**src/rtl/io_terminal.sv**
```systemverilog
// Peripheral-side I/O terminal: a host-to-CPU FIFO feeding INPR/FGI and a CPU-to-host
// FIFO fed by OUTR/FGO, with sticky underrun/overrun error flags.
module io_terminal #(
  parameter int DATA_WIDTH = 16,
  parameter int FIFO_DEPTH = 4
) (
  input  logic                  clk,
  input  logic                  reset,
  input  logic [DATA_WIDTH-1:0] in_data,
  input  logic                  in_valid,
  output logic                  in_ready,
  output logic [DATA_WIDTH-1:0] INPR_Register,
  output logic                  FGI,
  input  logic                  inp_ack,
  input  logic [DATA_WIDTH-1:0] OUTR_Register,
  input  logic                  out_strobe,
  output logic                  FGO,
  output logic [DATA_WIDTH-1:0] out_data,
  output logic                  out_valid,
  input  logic                  out_ready,
  output logic                  inp_underrun,
  output logic                  out_overrun,
  input  logic                  err_clear
);
  localparam int PW = $clog2(FIFO_DEPTH);
  localparam int CW = PW + 1;
  localparam logic [CW-1:0] FULL = CW'(FIFO_DEPTH);

  logic [DATA_WIDTH-1:0] imem_q [FIFO_DEPTH];
  logic [DATA_WIDTH-1:0] imem_d [FIFO_DEPTH];
  logic [DATA_WIDTH-1:0] omem_q [FIFO_DEPTH];
  logic [DATA_WIDTH-1:0] omem_d [FIFO_DEPTH];
  logic [PW-1:0] iwr_q, iwr_d, ird_q, ird_d;
  logic [PW-1:0] owr_q, owr_d, ord_q, ord_d;
  logic [CW-1:0] icnt_q, icnt_d, ocnt_q, ocnt_d;
  logic          inp_underrun_q, inp_underrun_d;
  logic          out_overrun_q, out_overrun_d;
  logic          push_i, pop_i, push_o, pop_o;

  // Every output is a function of registered state only.
  assign in_ready      = (icnt_q != FULL);
  assign FGI           = (icnt_q != '0);
  assign INPR_Register = FGI ? imem_q[ird_q] : '0;
  assign FGO           = (ocnt_q != FULL);
  assign out_valid     = (ocnt_q != '0);
  assign out_data      = out_valid ? omem_q[ord_q] : '0;
  assign inp_underrun  = inp_underrun_q;
  assign out_overrun   = out_overrun_q;

  assign push_i = in_valid && in_ready;
  assign pop_i  = inp_ack && FGI;
  assign push_o = out_strobe && FGO;
  assign pop_o  = out_valid && out_ready;

  always_comb begin
    imem_d = imem_q;
    iwr_d  = iwr_q;
    ird_d  = ird_q;
    icnt_d = icnt_q;
    if (push_i) begin
      imem_d[iwr_q] = in_data;
      iwr_d         = iwr_q + 1'b1;
    end
    if (pop_i) ird_d = ird_q + 1'b1;
    if (push_i && !pop_i) icnt_d = icnt_q + CW'(1);
    else if (!push_i && pop_i) icnt_d = icnt_q - CW'(1);
  end

  always_comb begin
    omem_d = omem_q;
    owr_d  = owr_q;
    ord_d  = ord_q;
    ocnt_d = ocnt_q;
    if (push_o) begin
      omem_d[owr_q] = OUTR_Register;
      owr_d         = owr_q + 1'b1;
    end
    if (pop_o) ord_d = ord_q + 1'b1;
    if (push_o && !pop_o) ocnt_d = ocnt_q + CW'(1);
    else if (!push_o && pop_o) ocnt_d = ocnt_q - CW'(1);
  end

  // A new error event outranks err_clear in the same cycle.
  always_comb begin
    inp_underrun_d = inp_underrun_q;
    out_overrun_d  = out_overrun_q;
    if (err_clear) begin
      inp_underrun_d = 1'b0;
      out_overrun_d  = 1'b0;
    end
    if (inp_ack && !FGI)   inp_underrun_d = 1'b1;
    if (out_strobe && !FGO) out_overrun_d = 1'b1;
  end

  always_ff @(posedge clk) begin
    if (reset) begin
      iwr_q          <= '0;
      ird_q          <= '0;
      icnt_q         <= '0;
      owr_q          <= '0;
      ord_q          <= '0;
      ocnt_q         <= '0;
      inp_underrun_q <= 1'b0;
      out_overrun_q  <= 1'b0;
    end else begin
      iwr_q          <= iwr_d;
      ird_q          <= ird_d;
      icnt_q         <= icnt_d;
      owr_q          <= owr_d;
      ord_q          <= ord_d;
      ocnt_q         <= ocnt_d;
      inp_underrun_q <= inp_underrun_d;
      out_overrun_q  <= out_overrun_d;
    end
  end

  // Storage is not reset; zero counts hide stale entries from the outputs.
  always_ff @(posedge clk) begin
    imem_q <= imem_d;
    omem_q <= omem_d;
  end

endmodule

```
**config.mk**
```make
export PLATFORM = sky130hd
export DESIGN_NAME = io_terminal
export DESIGN_NICKNAME = d
export VERILOG_FILES = /design/src/rtl/io_terminal.sv
export SDC_FILE = /design/constraint.sdc
export NUM_CORES = 1
export LEC_CHECK = 0
export CORE_ASPECT_RATIO = 0.9
export CORE_UTILIZATION = 30
export DETAILED_ROUTE_END_ITERATION = 10
export GPL_TIMING_DRIVEN = 0
export PLACE_DENSITY_LB_ADDON = 0.08
export SYNTH_ARGS = -nofsm -noshare
export SYNTH_HDL_FRONTEND = slang
export SYNTH_SLANG_ARGS = --single-unit
```
**constraint.sdc**
```tcl
create_clock -name clk -period 2.5 [get_ports clk]
set_input_delay 0.5 -clock clk [delete_from_list [all_inputs] [get_ports clk]]
set_output_delay 0.5 -clock clk [all_outputs]
set_load 0.1 [all_outputs]
```
==> results.rst, run 1 <==
.. list-table::
   :header-rows: 1

   * - Metric
     - Value
   * - Status
     - complete, no violations
   * - Leading cell types in the layout, fill and taps excluded
     - sky130_fd_sc_hd__edfxtp_1, sky130_fd_sc_hd__clkdlybuf4s50_1, sky130_fd_sc_hd__mux4_2, sky130_fd_sc_hd__nor2b_2, sky130_fd_sc_hd__clkbuf_16
   * - Kind of launch point of the worst setup path
     - register
   * - Largest delay share family, worst path
     - buffers and inverters
   * - Number of enable flip-flop cells after synthesis
     - roughly 130
   * - Cts bufs inserted
     - 17
   * - Total Neg Setup Slack
     - 0 ns
   * - Cell-by-cell listing of the critical path
     - clkdlybuf4s50_1
   * - Post-route ant nets
     - 0
   * - Number of H-tree branching levels
     - 4
   * - Antenna diode instance count
     - 0
   * - Final hold viol count
     - 0
   * - Antenna violations before repair
     - 0
   * - Worst path arrival time
     - 1.93 ns
   * - Final global-route overflow total
     - 0
   * - Footprint of the multi-input gates
     - 1570 um2
   * - Clock Root Buffer
     - sky130_fd_sc_hd__clkbuf_16
   * - Critical path required time
     - roughly 2.0 ns
   * - R2r setup slk
     - ~0.25 ns
   * - Worst hold path cell count
     - 2
   * - Highest Clock Rate
     - 412 MHz
   * - Total half-perimeter wirelength after legalization and detailed placement
     - ~7 mm
   * - Register area share after synthesis
     - 71.9%
   * - Synthesis-stage register bit count
     - between 100 and 150
   * - Net count after synthesis
     - ~360
   * - Sequential cell area
     - 4170 um2
   * - I/O pins
     - 77
   * - Post-synthesis cell count
     - 306
   * - Worst hold margin
     - 0.505 ns
   * - FF-to-FF path depth
     - 8
   * - Clk_skew
     - roughly 0.007 ns
   * - Die Width
     - between 100 and 150 um
   * - Worst path depth
     - 1
   * - Dominant synthesized flop cell
     - sky130_fd_sc_hd__edfxtp_1
   * - Netlist area before placement
     - 5790 um2
   * - Startpoint of the most critical register-to-register path
     - ocnt_q[0]$_SDFFE_PP0P_
   * - Residual DRC count
     - 0
   * - Final weighted congestion in routability-driven placement
     - 0.695
   * - Placed Cells
     - 626
   * - Fin crit period
     - 2.43 ns
   * - Initial core utilization
     - between 30% and 40%
   * - Wire length of the first global-routing pass
     - about 18 mm
   * - Critical path start-end classification
     - reg2out
   * - Chip height
     - between 100 and 150 um
   * - Clock latency on the worst-skew pair
     - 0.42 ns
   * - Ys async rst share
     - 0%
   * - Clock tree from TritonCTS
     - yes
   * - DRC violation total after the first TritonRoute iteration
     - approximately 130
   * - Routed wire length
     - between 10 and 15 mm
   * - Fraction of the cycle the final worst path needs
     - between 90% and 100%
   * - Number of maximum-capacitance constraint violations
     - 0
   * - Average wire per cell in the routed design
     - between 15 and 20 um
   * - Final instance count without filler cells
     - around 670
   * - Final-report max-slew violation count
     - 0
   * - Max transition margin
     - a little under a third
   * - Total track usage
     - roughly an eighth
   * - Hold buffers post-CTS
     - 0
   * - Critical register-to-register path endpoint
     - ocnt_q[2]$_SDFFE_PP0P_
   * - Clock slew at reported path FFs
     - roughly 0.060 ns
   * - Startpoint of the most critical hold path
     - reset
   * - Hold worst-path end
     - icnt_q[2]$_SDFFE_PP0P_
   * - Highest net fanout along the worst path
     - 2
   * - Area of the die
     - roughly 20000 um2
   * - Area Growth Syn to Fin
     - 32.4%
   * - Critical-path cell with the highest stage delay
     - sky130_fd_sc_hd__clkdlybuf4s50_1
   * - Stage delay of the slowest cell on the critical path
     - between 1 and 1.5 ns
   * - Net count of the finished layout
     - ~460
   * - Most common cell after layout, fill and taps aside
     - sky130_fd_sc_hd__edfxtp_1
   * - Critical path buffer and inverter count
     - 1
   * - Number of setup violations in the final report
     - 0
   * - Transition time of the tightest slew-check pin
     - ~1.0 ns
   * - Total of buffers placed on input and output ports
     - 75
   * - Mean post-synth cell area
     - roughly 19 um2
   * - Filler instances
     - between 1500 and 2000
   * - Number of global-route vias before repair
     - 3167
   * - Final core occ
     - approximately two fifths
   * - Post-synthesis cell type count
     - 28
   * - Synthesis warning total
     - 0
   * - Class of the most critical hold timing path
     - in2reg
   * - Largest net degree at the start of global routing
     - 17
   * - Bufs on Longest Clock Path
     - 2
   * - Via density per instance
     - roughly 4.4
   * - Layout cells sized above 1
     - between 30 and 40%
   * - TritonCTS sink count
     - between 100 and 150
   * - First-pass iteration count of the detailed router
     - 4
   * - Routed vias
     - between 2000 and 3000
   * - Area of the core
     - between 15000 and 20000 um2
   * - Std cell rows
     - 47
   * - Crit. End Element
     - primary output
layer usage:
layer / vias up / track usage, % / part of all wire (%)
met5: - / 0 / 0
met4: 0 / 4.47 / 1.1
met3: 10 / 3.84 / 3.6
met2: 45 / 20.3 / 49
met1: 1496 / 16.0 / 46
li1: 1389 / - / -
registers in the layout, indices dropped and copies added, names as in the netlist:
register      flops
imem_q           64
omem_q           64
icnt_q            3
ocnt_q            3
ird_q             2
iwr_q             2
ord_q             2
owr_q             2
inp_underrun      1
out_overrun       1
worst max-delay path by stage:
stage                     slack, ns                end                      from
final                          0.07        out_overrun  out_overrun$_SDFFE_PP0P_
after floorplan                0.28  INPR_Register[10]     ird_q[0]$_SDFFE_PP0P_
after global routing          -0.02                FGI    icnt_q[0]$_SDFFE_PP0P_
after detailed placement      -0.81       out_data[14]    ocnt_q[0]$_SDFFE_PP0P_
after global placement        -0.77       out_data[14]    ocnt_q[0]$_SDFFE_PP0P_
after CTS                    -0.004       out_data[14]     ord_q[0]$_SDFFE_PP0P_
Yosys cell counts (2+ instances only):
cell type | number | area share [%]
sky130_fd_sc_hd__a21oi_1 | 7 | 0.60
sky130_fd_sc_hd__and2_1 | 8 | 0.86
sky130_fd_sc_hd__buf_12 | 2 | 0.69
sky130_fd_sc_hd__buf_2 | 7 | 0.60
sky130_fd_sc_hd__buf_6 | 2 | 0.39
sky130_fd_sc_hd__clkbuf_1 | 2 | 0.13
sky130_fd_sc_hd__dfxtp_1 | 16 | 5.5
sky130_fd_sc_hd__edfxtp_1 | 128 | 66
sky130_fd_sc_hd__fa_1 | 2 | 0.69
sky130_fd_sc_hd__ha_1 | 10 | 2.2
sky130_fd_sc_hd__inv_1 | 10 | 0.65
sky130_fd_sc_hd__mux2i_1 | 4 | 0.69
sky130_fd_sc_hd__mux4_2 | 32 | 12
sky130_fd_sc_hd__nand2_1 | 3 | 0.19
sky130_fd_sc_hd__nand2b_1 | 4 | 0.43
sky130_fd_sc_hd__nor2_1 | 12 | 0.78
sky130_fd_sc_hd__nor2b_1 | 33 | 3.6
sky130_fd_sc_hd__o21ai_0 | 4 | 0.35
sky130_fd_sc_hd__o31ai_1 | 2 | 0.26
sky130_fd_sc_hd__or3_1 | 5 | 0.54
sky130_fd_sc_hd__xor2_1 | 6 | 0.91
cell families after synthesis:
| kind of cell | share of synthesized area, % |
|---|---|
| compound gates | 1.49 |
| xor+xnor | 0.907 |
| fa+ha+maj | 2.85 |
| buf+inv | 2.46 |
| flops | 71.9 |
| mux | 13.3 |
| simple gates | 7.08 |
cell type report:
type | count | area share, %
inverter | 10 | 0.489
buffer | 13 | 1.83
clock inverter | 14 | 1.99
timing repair buffer | 85 | 11.3
clock buffer | 18 | 5.60
sequential | 144 | 54.3
tap | 245 | 4.00
multi-input combinational | 139 | 20.5
through the flow:
stage               cell area [um2]  setup slack [ns]
floorplan                      5870             0.283
global placement               6930            -0.773
detailed placement             6930            -0.811
CTS                            7520          -0.00427
global route                   7670           -0.0189
finish                         7670            0.0736
timing repair:
item                       4_1_cts  5_1_grt
pin swaps                        1        0
gates resized for setup        214       20
setup buffers                    3        5
hold endpoints to repair         0        0
gates cloned                     0        2
setup endpoints to repair       36       20
Power of run 1 is left out: the tool's default activity adds up to more than one toggle a clock period on the data nets, which glitch-free logic cannot reach.
==> run 2, diff against run 1 <==
--- a/config.mk
+++ b/config.mk
@@ -5,11 +5,13 @@
 export SDC_FILE = /design/constraint.sdc
 export NUM_CORES = 1
 export LEC_CHECK = 0
+export CAP_MARGIN = 15
 export CORE_ASPECT_RATIO = 0.9
 export CORE_UTILIZATION = 30
 export DETAILED_ROUTE_END_ITERATION = 10
 export GPL_TIMING_DRIVEN = 0
 export PLACE_DENSITY_LB_ADDON = 0.08
+export SKIP_LAST_GASP = 1
 export SYNTH_ARGS = -nofsm -noshare
 export SYNTH_HDL_FRONTEND = slang
 export SYNTH_SLANG_ARGS = --single-unit
==> run 2 against run 1 <==
  * Via count up 0.27%
  * Core utilization down 0.11 points
  * Die area unchanged
  * Global-route usage about the same
  * Clock skew about the same
  * Sequential cell count unchanged
==> results.rst, run 2 (synthesis results as in run 1) <==
.. list-table::
   :header-rows: 1

   * - Metric
     - Value
   * - Top flop regs
     - imem_q (64), omem_q (64)
   * - Post-route ant nets
     - 0 (unchanged)
   * - Area of the die
     - 19900 um2 (unchanged)
   * - I/O pins
     - 77 (unchanged)
   * - Largest net degree at the start of global routing
     - 17 (unchanged)
   * - Clock slew at reported path FFs
     - 0.06 ns (about the same)
   * - Fin crit period
     - 2.44 ns (+0.0180 ns)
   * - First-pass iteration count of the detailed router
     - 4 (unchanged)
   * - Number of setup violations in the final report
     - 0 (unchanged)
   * - Net count of the finished layout
     - 462 (+0.22%)
   * - Final instance count without filler cells
     - 669 (+0.15%)
   * - Total half-perimeter wirelength after legalization and detailed placement
     - 7.08 mm (unchanged)
   * - Critical path required time
     - 2.00 ns (about the same)
   * - Clock Root Buffer
     - sky130_fd_sc_hd__clkbuf_16
   * - Die Width
     - 148 um (unchanged)
   * - Clock latency on the worst-skew pair
     - 0.42 ns (about the same)
   * - Chip height
     - 134 um (unchanged)
   * - Highest Clock Rate
     - 409 MHz (-0.73%)
   * - Layout cells sized above 1
     - 36.6% (-0.086 points)
   * - Fraction of the cycle the final worst path needs
     - 97.8% (+0.72 points)
   * - Std cell rows
     - 47 (unchanged)
   * - FF-to-FF path depth
     - 8 (unchanged)
   * - Routed vias
     - 2948 (+0.27%)
   * - Class of the most critical hold timing path
     - in2reg
   * - Cts bufs inserted
     - 17 (unchanged)
   * - Post-route cell area
     - 7650 um2 (-0.28%)
   * - Area of the core
     - 18600 um2 (unchanged)
   * - Worst path arrival time
     - 1.94 ns (about the same)
   * - Worst setup path endpoint
     - INPR_Register[2]
   * - Placed Instance Area
     - 6930 um2 (unchanged)
   * - Critical register-to-register path endpoint
     - ocnt_q[2]$_SDFFE_PP0P_
   * - Filler instances
     - 1696 (-0.059%)
   * - Clock tree from TritonCTS
     - yes
   * - Final hold viol count
     - 0 (unchanged)
   * - Total of buffers placed on input and output ports
     - 75 (unchanged)
   * - Routed wire length
     - 11.5 mm (-0.48%)
   * - Residual DRC count
     - 0 (unchanged)
   * - Startpoint of the most critical register-to-register path
     - ocnt_q[0]$_SDFFE_PP0P_
   * - Final-report max-slew violation count
     - 0 (unchanged)
   * - Number of maximum-capacitance constraint violations
     - 0 (unchanged)
   * - Max transition margin
     - 33.3% (+1.8 points)
   * - Highest net fanout along the worst path
     - 6 (+4)
   * - Bufs on Longest Clock Path
     - 2 (unchanged)
   * - Hold buffers post-CTS
     - 0 (unchanged)
   * - Total track usage
     - 12.6% (about the same)
   * - Transition time of the tightest slew-check pin
     - 1.00 ns (-0.0276 ns)
   * - Final weighted congestion in routability-driven placement
     - 0.695 (unchanged)
   * - Antenna diode instance count
     - 0 (unchanged)
   * - TritonCTS sink count
     - 144 (unchanged)
   * - Final core occ
     - 41.0% (-0.11 points)
   * - Number of H-tree branching levels
     - 4 (unchanged)
   * - Antenna violations before repair
     - 0 (unchanged)
   * - Wire length of the first global-routing pass
     - 17.9 mm (about the same)
   * - Status
     - complete, no violations
   * - Worst setup path start
     - ird_q[0]$_SDFFE_PP0P_
   * - Startpoint of the most critical hold path
     - reset
   * - Crit. End Element
     - primary output
   * - Footprint of the multi-input gates
     - 1570 um2 (unchanged)
   * - Placed Cells
     - 626 (unchanged)
   * - Setup repair after global routing missed its margin
     - true
   * - Initial core utilization
     - 31.1% (unchanged)
   * - Sequential cell area
     - 4160 um2 (about the same)
   * - DRC violation total after the first TritonRoute iteration
     - 134 (+5.5%)
   * - Critical path start-end classification
     - reg2out
   * - Area Growth Syn to Fin
     - 32.0%
   * - Number of global-route vias before repair
     - 3167 (unchanged)
   * - Kind of launch point of the worst setup path
     - register
   * - R2r setup slk
     - 0.25 ns (about the same)
   * - Via density per instance
     - 4.41 (+0.12%)
   * - Clk_skew
     - 0.00697 ns (-0.0000409 ns)
   * - Average wire per cell in the routed design
     - 17.2 um (-0.63%)
   * - Most common cell after layout, fill and taps aside
     - sky130_fd_sc_hd__edfxtp_1
   * - Final global-route overflow total
     - 0 (unchanged)
   * - Leading cell types in the layout, fill and taps excluded
     - sky130_fd_sc_hd__edfxtp_1, sky130_fd_sc_hd__clkdlybuf4s50_1, sky130_fd_sc_hd__mux4_2, sky130_fd_sc_hd__nor2b_2, sky130_fd_sc_hd__clkbuf_16
-- run 2: layout make-up --
cell class | instances | share of cell area [%]
Clock inverter | 14 | 2.00
Buffer | 13 | 1.77
Sequential cell | 144 | 54.4
Tap cell | 245 | 4.01
Inverter | 10 | 0.491
Multi-Input combinational cell | 139 | 20.5
Clock buffer | 18 | 5.61
Timing Repair Buffer | 86 | 11.2
-- run 2: stage by stage --
stage / hold slack, ns / setup slack, ns / setup TNS [ns]
6_report: 0.504 / 0.0557 / 0
5_1_grt: 0.528 / -0.0207 / -0.124
4_1_cts: 0.511 / -0.107 / -0.118
3_5_place_dp: 0.510 / -0.811 / -29.41
3_3_place_gp: 0.507 / -0.773 / -31.09
2_1_floorplan: 0.482 / 0.283 / 0
-- run 2: repair_timing --
item | CTS | global route
gates cloned | 0 | 1
setup endpoints to repair | 36 | 21
resized for setup | 207 | 12
pin swaps | 1 | 0
buffers inserted | 3 | 7
-- run 2: routing by layer --
layer | global-route usage [%] | up-vias | routed length [um]
li1 | - | 1389 | -
met1 | 16.0 | 1503 | 5240
met2 | 20.3 | 46 | 5680
met3 | 3.84 | 10 | 445
met4 | 4.47 | 0 | 127
met5 | 0 | - | 0
-- run 2: critical path, cell delays in order (launching register included) --
cell and delay, ns:
sky130_fd_sc_hd__dfxtp_1 0.34, sky130_fd_sc_hd__buf_8 0.15, sky130_fd_sc_hd__buf_12 0.12, sky130_fd_sc_hd__mux4_2 0.47, sky130_fd_sc_hd__nor2b_2 0.16, sky130_fd_sc_hd__buf_2 0.29
-- run 2: worst min-delay path by stage --
stage | to | slack, ns | cells past startpoint
2_1_floorplan | iwr_q[1]$_SDFFE_PP0P_ | 0.48 | 2
3_3_place_gp | owr_q[1]$_SDFFE_PP0P_ | 0.51 | 2
3_5_place_dp | iwr_q[1]$_SDFFE_PP0P_ | 0.51 | 2
4_1_cts | icnt_q[2]$_SDFFE_PP0P_ | 0.51 | 2
5_1_grt | icnt_q[2]$_SDFFE_PP0P_ | 0.53 | 2
6_report | icnt_q[2]$_SDFFE_PP0P_ | 0.50 | 2
Power of run 2 is left out for the same reason.
